--- config.mk ---
export PLATFORM = sky130hd
export DESIGN_NAME = vdcmul_32b_seq_flat
export DESIGN_NICKNAME = d
export VERILOG_FILES = /design/src/rtl/vdcmul_pkg.sv /design/src/rtl/vdcmul_32b_seq_if.sv /design/src/rtl/vdcmul_16b.sv /design/src/rtl/vdcmul_32b_seq.sv /design/src/flat_wrapper.sv
export SDC_FILE = /design/constraint.sdc
export NUM_CORES = 1
export LEC_CHECK = 0
export ABC_AREA = 1
export BUFFER_PORTS_ARGS = -buffer_cell sky130_fd_sc_hd__buf_2
export CAP_MARGIN = 10
export CORE_ASPECT_RATIO = 0.8
export CORE_UTILIZATION = 60
export CTS_CLUSTER_SIZE = 8
export DETAILED_ROUTE_END_ITERATION = 10
export PLACE_DENSITY = 0.79
export SLEW_MARGIN = 25
export SYNTH_ARGS = -nofsm -noshare
export SYNTH_HDL_FRONTEND = slang
export SYNTH_HIERARCHICAL = 1
export SYNTH_SLANG_ARGS = --single-unit
--- constraint.sdc ---
create_clock -name clk -period 13.65 [get_ports clk]
set_input_delay 1.365 -clock clk [delete_from_list [all_inputs] [get_ports clk]]
set_output_delay 1.365 -clock clk [all_outputs]
set_load 0.05 [all_outputs]
--- src/rtl/vdcmul_pkg.sv ---
// Shared widths, FSM encodings and phase/shift helpers for the sequential 32x32 multiplier.
package vdcmul_pkg;
  localparam int HALF_W = 16;
  localparam int FULL_W = 32;
  localparam int PROD_W = 64;

  typedef logic [1:0] state_t;
  localparam state_t S_IDLE = 2'd0;
  localparam state_t S_MUL  = 2'd1;
  localparam state_t S_DONE = 2'd2;

  typedef logic [1:0] phase_t;
  localparam phase_t PH_LL = 2'd0;
  localparam phase_t PH_LH = 2'd1;
  localparam phase_t PH_HL = 2'd2;
  localparam phase_t PH_HH = 2'd3;

  function automatic logic [5:0] ph_shift(input phase_t ph);
    case (ph)
      PH_LL:        return 6'd0;
      PH_LH, PH_HL: return 6'd16;
      default:      return 6'd32;
    endcase
  endfunction
endpackage

--- src/rtl/vdcmul_32b_seq_if.sv ---
// Operand/result handshake bundle between a requester and the sequential multiplier.
interface vdcmul_32b_seq_if;
  import vdcmul_pkg::*;

  logic              in_valid;
  logic              in_ready;
  logic [FULL_W-1:0] x;
  logic [FULL_W-1:0] y;
  logic              out_valid;
  logic              out_ready;
  logic [PROD_W-1:0] prod;
  logic              busy;

  modport master (
    output in_valid, x, y, out_ready,
    input  in_ready, out_valid, prod, busy
  );

  modport slave (
    input  in_valid, x, y, out_ready,
    output in_ready, out_valid, prod, busy
  );
endinterface

--- src/rtl/vdcmul_16b.sv ---
// Combinational 16x16 Vedic multiplier: four 8x8 vertical/crosswise partials summed.
module vdcmul_16b (
  input  logic [15:0] i_a,
  input  logic [15:0] i_b,
  output logic [31:0] o_p
);
  logic [15:0] w_ll;
  logic [15:0] w_lh;
  logic [15:0] w_hl;
  logic [15:0] w_hh;
  logic [16:0] w_mid;

  assign w_ll  = {8'b0, i_a[7:0]}  * {8'b0, i_b[7:0]};
  assign w_lh  = {8'b0, i_a[7:0]}  * {8'b0, i_b[15:8]};
  assign w_hl  = {8'b0, i_a[15:8]} * {8'b0, i_b[7:0]};
  assign w_hh  = {8'b0, i_a[15:8]} * {8'b0, i_b[15:8]};
  assign w_mid = {1'b0, w_lh} + {1'b0, w_hl};
  assign o_p   = {16'b0, w_ll} + {7'b0, w_mid, 8'b0} + {w_hh, 16'b0};
endmodule

--- src/rtl/vdcmul_32b_seq.sv ---
// 32x32 unsigned multiplier reusing one 16x16 core over four phases into a 64-bit accumulator.
//   state  | meaning
//   IDLE   | ready for operands
//   MUL    | issuing/accumulating the four half-word partial products
//   DONE   | product held on prod until out_ready
module vdcmul_32b_seq #(
  parameter bit PIPE_PP = 1'b0
) (
  input logic             clk,
  input logic             rst,
  vdcmul_32b_seq_if.slave bus
);
  import vdcmul_pkg::*;

  state_t            r_state;
  phase_t            r_phase;
  logic [FULL_W-1:0] r_xq;
  logic [FULL_W-1:0] r_yq;
  logic [PROD_W-1:0] r_acc;
  logic [PROD_W-1:0] r_prod;

  logic [HALF_W-1:0] w_core_a;
  logic [HALF_W-1:0] w_core_b;
  logic [FULL_W-1:0] w_core_p;
  logic [FULL_W-1:0] w_pp_add;
  phase_t            w_ph_add;
  logic              w_add_en;
  logic              w_last;
  logic [PROD_W-1:0] w_acc_nxt;

  always_comb begin
    w_core_a = r_xq[HALF_W-1:0];
    w_core_b = r_yq[HALF_W-1:0];
    case (r_phase)
      PH_LL: begin w_core_a = r_xq[HALF_W-1:0];      w_core_b = r_yq[HALF_W-1:0];      end
      PH_LH: begin w_core_a = r_xq[HALF_W-1:0];      w_core_b = r_yq[FULL_W-1:HALF_W]; end
      PH_HL: begin w_core_a = r_xq[FULL_W-1:HALF_W]; w_core_b = r_yq[HALF_W-1:0];      end
      default: begin w_core_a = r_xq[FULL_W-1:HALF_W]; w_core_b = r_yq[FULL_W-1:HALF_W]; end
    endcase
  end

  vdcmul_16b u_core (
    .i_a (w_core_a),
    .i_b (w_core_b),
    .o_p (w_core_p)
  );

  generate
    if (PIPE_PP) begin : g_pipe
      // The PP register carries its own phase tag so the shift follows the data.
      logic [FULL_W-1:0] r_pp;
      phase_t            r_pp_ph;
      logic              r_pp_vld;

      always_ff @(posedge clk) begin
        if (rst) begin
          r_pp     <= '0;
          r_pp_ph  <= PH_LL;
          r_pp_vld <= 1'b0;
        end else begin
          r_pp     <= w_core_p;
          r_pp_ph  <= r_phase;
          r_pp_vld <= (r_state == S_MUL) && !w_last;
        end
      end

      assign w_pp_add = r_pp;
      assign w_ph_add = r_pp_ph;
      assign w_add_en = r_pp_vld;
    end else begin : g_direct
      assign w_pp_add = w_core_p;
      assign w_ph_add = r_phase;
      assign w_add_en = 1'b1;
    end
  endgenerate

  assign w_last    = (r_state == S_MUL) && w_add_en && (w_ph_add == PH_HH);
  assign w_acc_nxt = r_acc + ({{(PROD_W-FULL_W){1'b0}}, w_pp_add} << ph_shift(w_ph_add));

  always_ff @(posedge clk) begin
    if (rst) begin
      r_state <= S_IDLE;
      r_phase <= PH_LL;
      r_xq    <= '0;
      r_yq    <= '0;
      r_acc   <= '0;
      r_prod  <= '0;
    end else begin
      case (r_state)
        S_IDLE: begin
          if (bus.in_valid) begin
            r_xq    <= bus.x;
            r_yq    <= bus.y;
            r_acc   <= '0;
            r_phase <= PH_LL;
            r_state <= S_MUL;
          end
        end
        S_MUL: begin
          r_phase <= r_phase + 2'd1;
          if (w_add_en) r_acc <= w_acc_nxt;
          if (w_last) begin
            r_prod  <= w_acc_nxt;
            r_state <= S_DONE;
          end
        end
        S_DONE: begin
          if (bus.out_ready) r_state <= S_IDLE;
        end
        default: r_state <= S_IDLE;
      endcase
    end
  end

  assign bus.in_ready  = (r_state == S_IDLE);
  assign bus.out_valid = (r_state == S_DONE);
  assign bus.busy      = (r_state != S_IDLE);
  assign bus.prod      = r_prod;
endmodule

--- src/flat_wrapper.sv ---
// flat-port wrapper written by rule: the top's interface ports become plain ports
module vdcmul_32b_seq_flat import vdcmul_pkg::*;
#(
  parameter bit PIPE_PP = 1'b0
)
  (clk, rst, bus_in_valid, bus_x, bus_y, bus_out_ready, bus_in_ready, bus_out_valid, bus_prod, bus_busy);
  vdcmul_32b_seq_if bus_i ();
  input logic clk;
  input logic rst;
  input wire logic [$bits(bus_i.in_valid)-1:0] bus_in_valid;
  input wire logic [$bits(bus_i.x)-1:0] bus_x;
  input wire logic [$bits(bus_i.y)-1:0] bus_y;
  input wire logic [$bits(bus_i.out_ready)-1:0] bus_out_ready;
  output wire logic [$bits(bus_i.in_ready)-1:0] bus_in_ready;
  output wire logic [$bits(bus_i.out_valid)-1:0] bus_out_valid;
  output wire logic [$bits(bus_i.prod)-1:0] bus_prod;
  output wire logic [$bits(bus_i.busy)-1:0] bus_busy;
  assign bus_i.in_valid = bus_in_valid;
  assign bus_i.x = bus_x;
  assign bus_i.y = bus_y;
  assign bus_i.out_ready = bus_out_ready;
  assign bus_in_ready = bus_i.in_ready;
  assign bus_out_valid = bus_i.out_valid;
  assign bus_prod = bus_i.prod;
  assign bus_busy = bus_i.busy;
  vdcmul_32b_seq #(.PIPE_PP(PIPE_PP)) u_core (.clk(clk), .rst(rst), .bus(bus_i));
endmodule
After elaboration in Yosys (flattened, before gate mapping)
Cells that the tools add are included.
- multiplexer cells: 11
- bitwise logic cells: 0
- magnitude comparators: 0
- divide/modulo/power cells: 0
- add/sub/neg operators: 5
- reductions and logical operators: 12
- shift-type cells: 1
- multiply operators: 4
- equality and inequality tests: 8
- operators with widths (kind ; number):
    $pmux W64 S2 ; 1
    $add A64 B64 Y64 ; 1
    $mul A8 B8 Y16 ; 4
    $mux W64 ; 1
    $shl A32 B6 Y64 ; 1
    $add A26 B32 Y32 ; 1
    $mux W16 ; 2
    $add A16 B25 Y26 ; 1
    $add A16 B16 Y17 ; 1
    $pmux W6 S2 ; 1
    $mux W2 ; 4
    $eq A2 B2 Y1 const B ; 3
    $pmux W2 S3 ; 1
    $reduce_and A2 Y1 ; 3
    $reduce_or A2 Y1 ; 3
    $eq A2 B1 Y1 const B ; 2
    $logic_not A2 Y1 ; 2
    $ne A2 B2 Y1 const B ; 2
    $pmux W2 S2 ; 1
    $reduce_bool A2 Y1 ; 2
    $reduce_and A3 Y1 ; 1
    $add A2 B1 Y2 const B ; 1
    $ne A2 B1 Y1 const B ; 1
    $logic_and A1 B1 Y1 ; 1
- word-level logic and storage cells: 47
- register bits: 196
- memory bits (writable): 0
- memories: 0
- latch bits: 0
- output and inout port bits: 67
- ROM bits: 0
- input port bits: 68

Depth between registers and ports, before layout
- depth in word-level cells: 10
- mapped depth: 64
- mapped depth without buffers: 61

By module
Netlist, hierarchy kept.
- by module, submodules not included (module ; cells each ; area an instance (µm²) ; sequential area each (µm²) ; times used):
    vdcmul_32b_seq ; 2415 ; 14133.6 ; 3923.8 ; 1
    vdcmul_16b ; 1499 ; 10580.1 ; 0.0 ; 1

Least setup slack after synthesis
OpenSTA, ideal clock, no wires.
- path kind: reg2reg
- start: register u_core.r_phase[0]
- end: register u_core.r_prod[59] (netlist: u_core/bus.prod[59])
- path buffers: 3
- data required time: 13.541 ns
- setup time: 0.109 ns
- period minus slack after synthesis: 9.636 ns
- arrival time: 9.527 ns
- path slack: 4.014 ns
- cell stages (with the launch flop): 54
- path through: dfxtp_1 > inv_1 > ha_1 > nor2_1 > buf_2 > mux2_2 > clkbuf_1 > clkbuf_1 > nand2_1 > fa_1 > fa_1 > fa_1 > fa_1 > fa_1 > fa_1 > inv_1 > ha_1 > a21o_1 > [18 not listed] > o21ai_0 > inv_1 > nor2_1 > ha_1 > nand2_1 > inv_1 > nand2_2 > inv_1 > nand2_1 > nand2_1 > nand2_1 > nand2_1 > a21oi_1 > nand3_1 > nand2_1 > nand2_1 > nand2_1 > inv_1
- word-level cells in the longest chain between the ends: 9
- elaborated cells between the ends (all ways): 21
- those cells by class: add/sub (4); mul (4); eq/ne (3); shift (1); mux (3); reduce/logical (6)
- ends and longest elaborated chain (element ; line ; source):
    start: declaration ; vdcmul_32b_seq.sv:16 ; phase_t r_phase;
    start signal: assignment ; vdcmul_32b_seq.sv:100 ; r_phase <= r_phase + 2'd1;
    $eq A2 B2 Y1 / $logic_not A2 Y1 (equally long branches) ; vdcmul_32b_seq.sv:34 ; case (r_phase)
    $reduce_or A2 Y1 (no line) (*) ; -- ;
    $mux W16 (*) ; vdcmul_32b_seq.sv:34 ;
    via u_core.w_core_b[14] ; vdcmul_32b_seq.sv:23 ; logic [HALF_W-1:0] w_core_b;
    $mul A8 B8 Y16 ; vdcmul_16b.sv:14 ; assign w_lh = {8'b0, i_a[7:0]} * {8'b0, i_b[15:8]};
    $add A16 B16 Y17 ; vdcmul_16b.sv:17 ; assign w_mid = {1'b0, w_lh} + {1'b0, w_hl};
    $add A16 B25 Y26 ; vdcmul_16b.sv:18 ; assign o_p = {16'b0, w_ll} + {7'b0, w_mid, 8'b0} + {w_hh, 16'b0};
    $add A26 B32 Y32 (*) ; vdcmul_16b.sv:18 ;
    via u_core.w_core_p[31] ; vdcmul_32b_seq.sv:24 ; logic [FULL_W-1:0] w_core_p;
    $shl A32 B6 Y64 (*) ; vdcmul_32b_seq.sv:78 ; assign w_acc_nxt = r_acc + ({{(PROD_W-FULL_W){1'b0}}, w_pp_add} << ph_shift(w_ph_add));
    $add A64 B64 Y64 (*) ; vdcmul_32b_seq.sv:78 ;
    end signal: assignment ; vdcmul_32b_seq.sv:103 ; r_prod <= w_acc_nxt;
    end: declaration ; vdcmul_32b_seq.sv:20 ; logic [PROD_W-1:0] r_prod;
The timed path passes the listed nets; every way through them passes the cells marked *.
A chain may end at the register's enable or synchronous reset.

Worst setup path after layout
- start: register u_core.r_phase[0]
- end: register u_core.r_prod[54] (netlist: u_core/bus.prod[54])
Same word-level chain as after synthesis.

==> impl_metrics.csv <==
group,metric,value,unit
cts,insertion_delay,490,ps
global_routing,grt_pass1_vias,21532,
timing,timing.hold.ws,475,ps
timing,layout_setup_ws,2800,ps
floorplanning,die-height,184,um
cts,cts_tree,"yes",
power_and_ir_drop,leakage,16.2,nW
global_routing,track_usage,34.6,%
setup_path,cp_max_fo,16,
routing,first_pass_iters,6,
global_routing,globalRouteOverflowTotal,0,
timing,fin_crit_sh,79.5,%
global_routing,grt_max_degree,112,
place,hpwl,57.6,mm
synthesis,synth_top_cell_area_share,18.8,%
setup_path,start_kind,"register",
global_routing,top_usage_layer,"met1",
floorplanning,core,40600,um^2
power_and_ir_drop,ir_drop,128,uV
place,gp_congestion,1.01,
setup_path,path_class,"register to register",
cts,post_cts_buffers,0,
routing,routed_wl,71.4,mm
synthesis,synth_top_area_cell,"nand2_1",
synthesis,ys_warn_count,6,
cts,clkTransAtPathRegs,90,ps
routing,drtAntennaViolNets,0,
final_layout,nFillCells,3843,
floorplanning,ioPinCount,135,
timing,max_slew_margin,38.6,%
timing,setup_viol,0,
floorplanning,rows,66,
timing,tightestPinTransition,921,ps
setup_path,critPathSlowestCell,"fa_1",
power_and_ir_drop,power_density,111,nW/um^2
place,portBuffers,134,
cts,clock-sinks,196,
routing,wire_per_inst,15.9,um
place,dpl_worst_slack,3150,ps
synthesis,synth.avg_cell_area,6.31,um^2
timing,tns,0,ps
status,status,"completed",
timing,fmax,92.2,MHz
flow_run,maxCapViolCount,0,
routing,vias,23436,
cts,cts_max_level,4,
timing,clock_skew,16.8,ps
global_routing,grt_pass1_wl,114,mm
routing,drt_iter0_markers,2500,
floorplanning,initial_core_util,60.8,%
global_routing,grtUsageMet2,47.8,%
worst_hold_path,hp-class,"register to register",
global_routing,antenna_found_initial,1,
setup_path,path_common_cell,"nand2_1",
cts,cts_made_buffers,17,
floorplanning,die_x,229,um
setup_path,cp.arrival,11230,ps
final_layout,syn_to_final_growth,6.32,%
final_layout,multi_input_area,16800,um^2
setup_path,critPathMaxStageDelay,570,ps
synthesis,yosys_register_bits,196,
final_layout,drive_gt1_share,7.26,%
final_layout,seq_area,3920,um^2
cts,cts_resized,0,
final_layout,diodes,0,
final_layout,final_common_cell,"nand2_1",
floorplanning,fp.dieArea,42000,um^2
timing,rsz0062_at_grt,"false",
setup_path,endpoint_kind,"register",
synthesis,synth_cell_type_count,47,
global_routing,grt.met1_usage,52.3,%
cts,cts_hold_buf,0,
synthesis,yosys-top-cells-area,"nand2_1 19%, dfxtp_1 16%, fa_1 14%",
cts,cts-root-buf,"clkbuf_16",
final_layout,nets,4425,
synthesis,seq_area_frac_synth,15.9,%
synthesis,syn_area,24700,um^2
setup_path,crit_required,14030,ps
cts,clock_path_buffers,2,
timing,drv_slew,0,
synthesis,syn-num-nets,4400,
synthesis,syn_inst,3914,
timing,fin_crit,10850,ps
final_layout,layout_common_cells,"1240 x nand2_1, 912 x inv_1, 303 x nor2_1, 239 x ha_1, 196 x dfxtp_1",
global_routing,grt_util_met3,10.9,%
timing,hold_violations,0,
routing,viasPerCell,5.21,
routing,drc,0,
==> routing by layer <==
metal  wire [um]  vias to the layer above
met1       33800                    10555
met3        9280                       77
met5          13                        -
met2       27500                     1137
li1            -                    11665
met4         906                        2
==> sequential cells by signal (all words and copies together) (netlist names) <==
register,cells
u_core/r_yq,32
u_core/r_xq,32
u_core/r_acc,64
u_core/bus.prod,64
u_core/r_phase,2
u_core/r_state,2
==> stage by stage <==
stage	instance area [um^2]	cells	util, %	total power, mW
after global placement	25600	4463	63.1	2.33
after detailed placement	25600	4463	63.1	2.34
final	26300	4496	64.7	2.93
after floorplan	24700	3914	-	1.89
after CTS	26200	4495	64.6	2.89
after global routing	26300	4496	64.7	3.15
==> cell families after synthesis <==
family,count (synthesis),synth area share (%)
adder cells (fa/ha/maj),418,26.6
flip-flops,196,15.9
XOR/XNOR,74,2.65
AO/OA/AOI/OAI,385,8.66
buffers and inverters,1061,16.2
AND/OR/NAND/NOR,1748,28.5
multiplexers,32,1.46
==> area by class of cell <==
cell class	instances	share of cell area [%]
Clock inverter	15	0.757
Sequential cell	196	14.9
Clock buffer	17	1.62
Timing Repair Buffer	148	3.03
Tap cell	544	2.59
Multi-Input combinational cell	2657	63.9
Inverter	919	13.1
==> synthesized netlist by cell type (all sizes together) <==
cell     count
mux2        32
nand4       13
clkbuf     117
fa         179
a31oi        2
nand2     1265
nor3        20
and2         2
o2111ai      2
o21ai      155
xor2        64
ha         239
nand3      106
buf         25
clkinv       2
nor4         3
o31ai        2
xnor2       10
a21oi      152
nand3b      12
o21bai      35
nor2       323
a211oi       1
o22ai        1
or2          4
dfxtp      196
o21a        25
a21o        10
inv        917
==> path summary, 6_finish.rpt <==
path | slack, ps | end | cells after the start | from
setup / recovery | 2800 | u_core/bus.prod[54] | 51 | u_core/r_phase[0]
hold / removal | 470 | u_core/r_acc[15] | 2 | u_core/r_acc[15]
setup reg to reg | 2800 | u_core/bus.prod[54] | 51 | u_core/r_phase[0]
hold reg to reg | 470 | u_core/r_acc[15] | 2 | u_core/r_acc[15]
==> where the power goes <==
part | leakage, nW | switching (mW) | internal, mW
clock network | 0.301 | 0.286 | 0.252
logic | 14.3 | 1.20 | 0.555
registers | 1.60 | 0.0265 | 0.611
==> worst max-delay path: cells and delay by family (launching register included) <==
kind	cells	cell delay (ps)
buffers and inverters	9	980
DFF	1	370
muxes	1	460
AOI/OAI and AO/OA	2	290
adders and majority gates	13	5510
xor gates and xnor gates	1	160
and+or+nand+nor	25	2950
No activity file was read; power rests on OpenSTA's default activity.
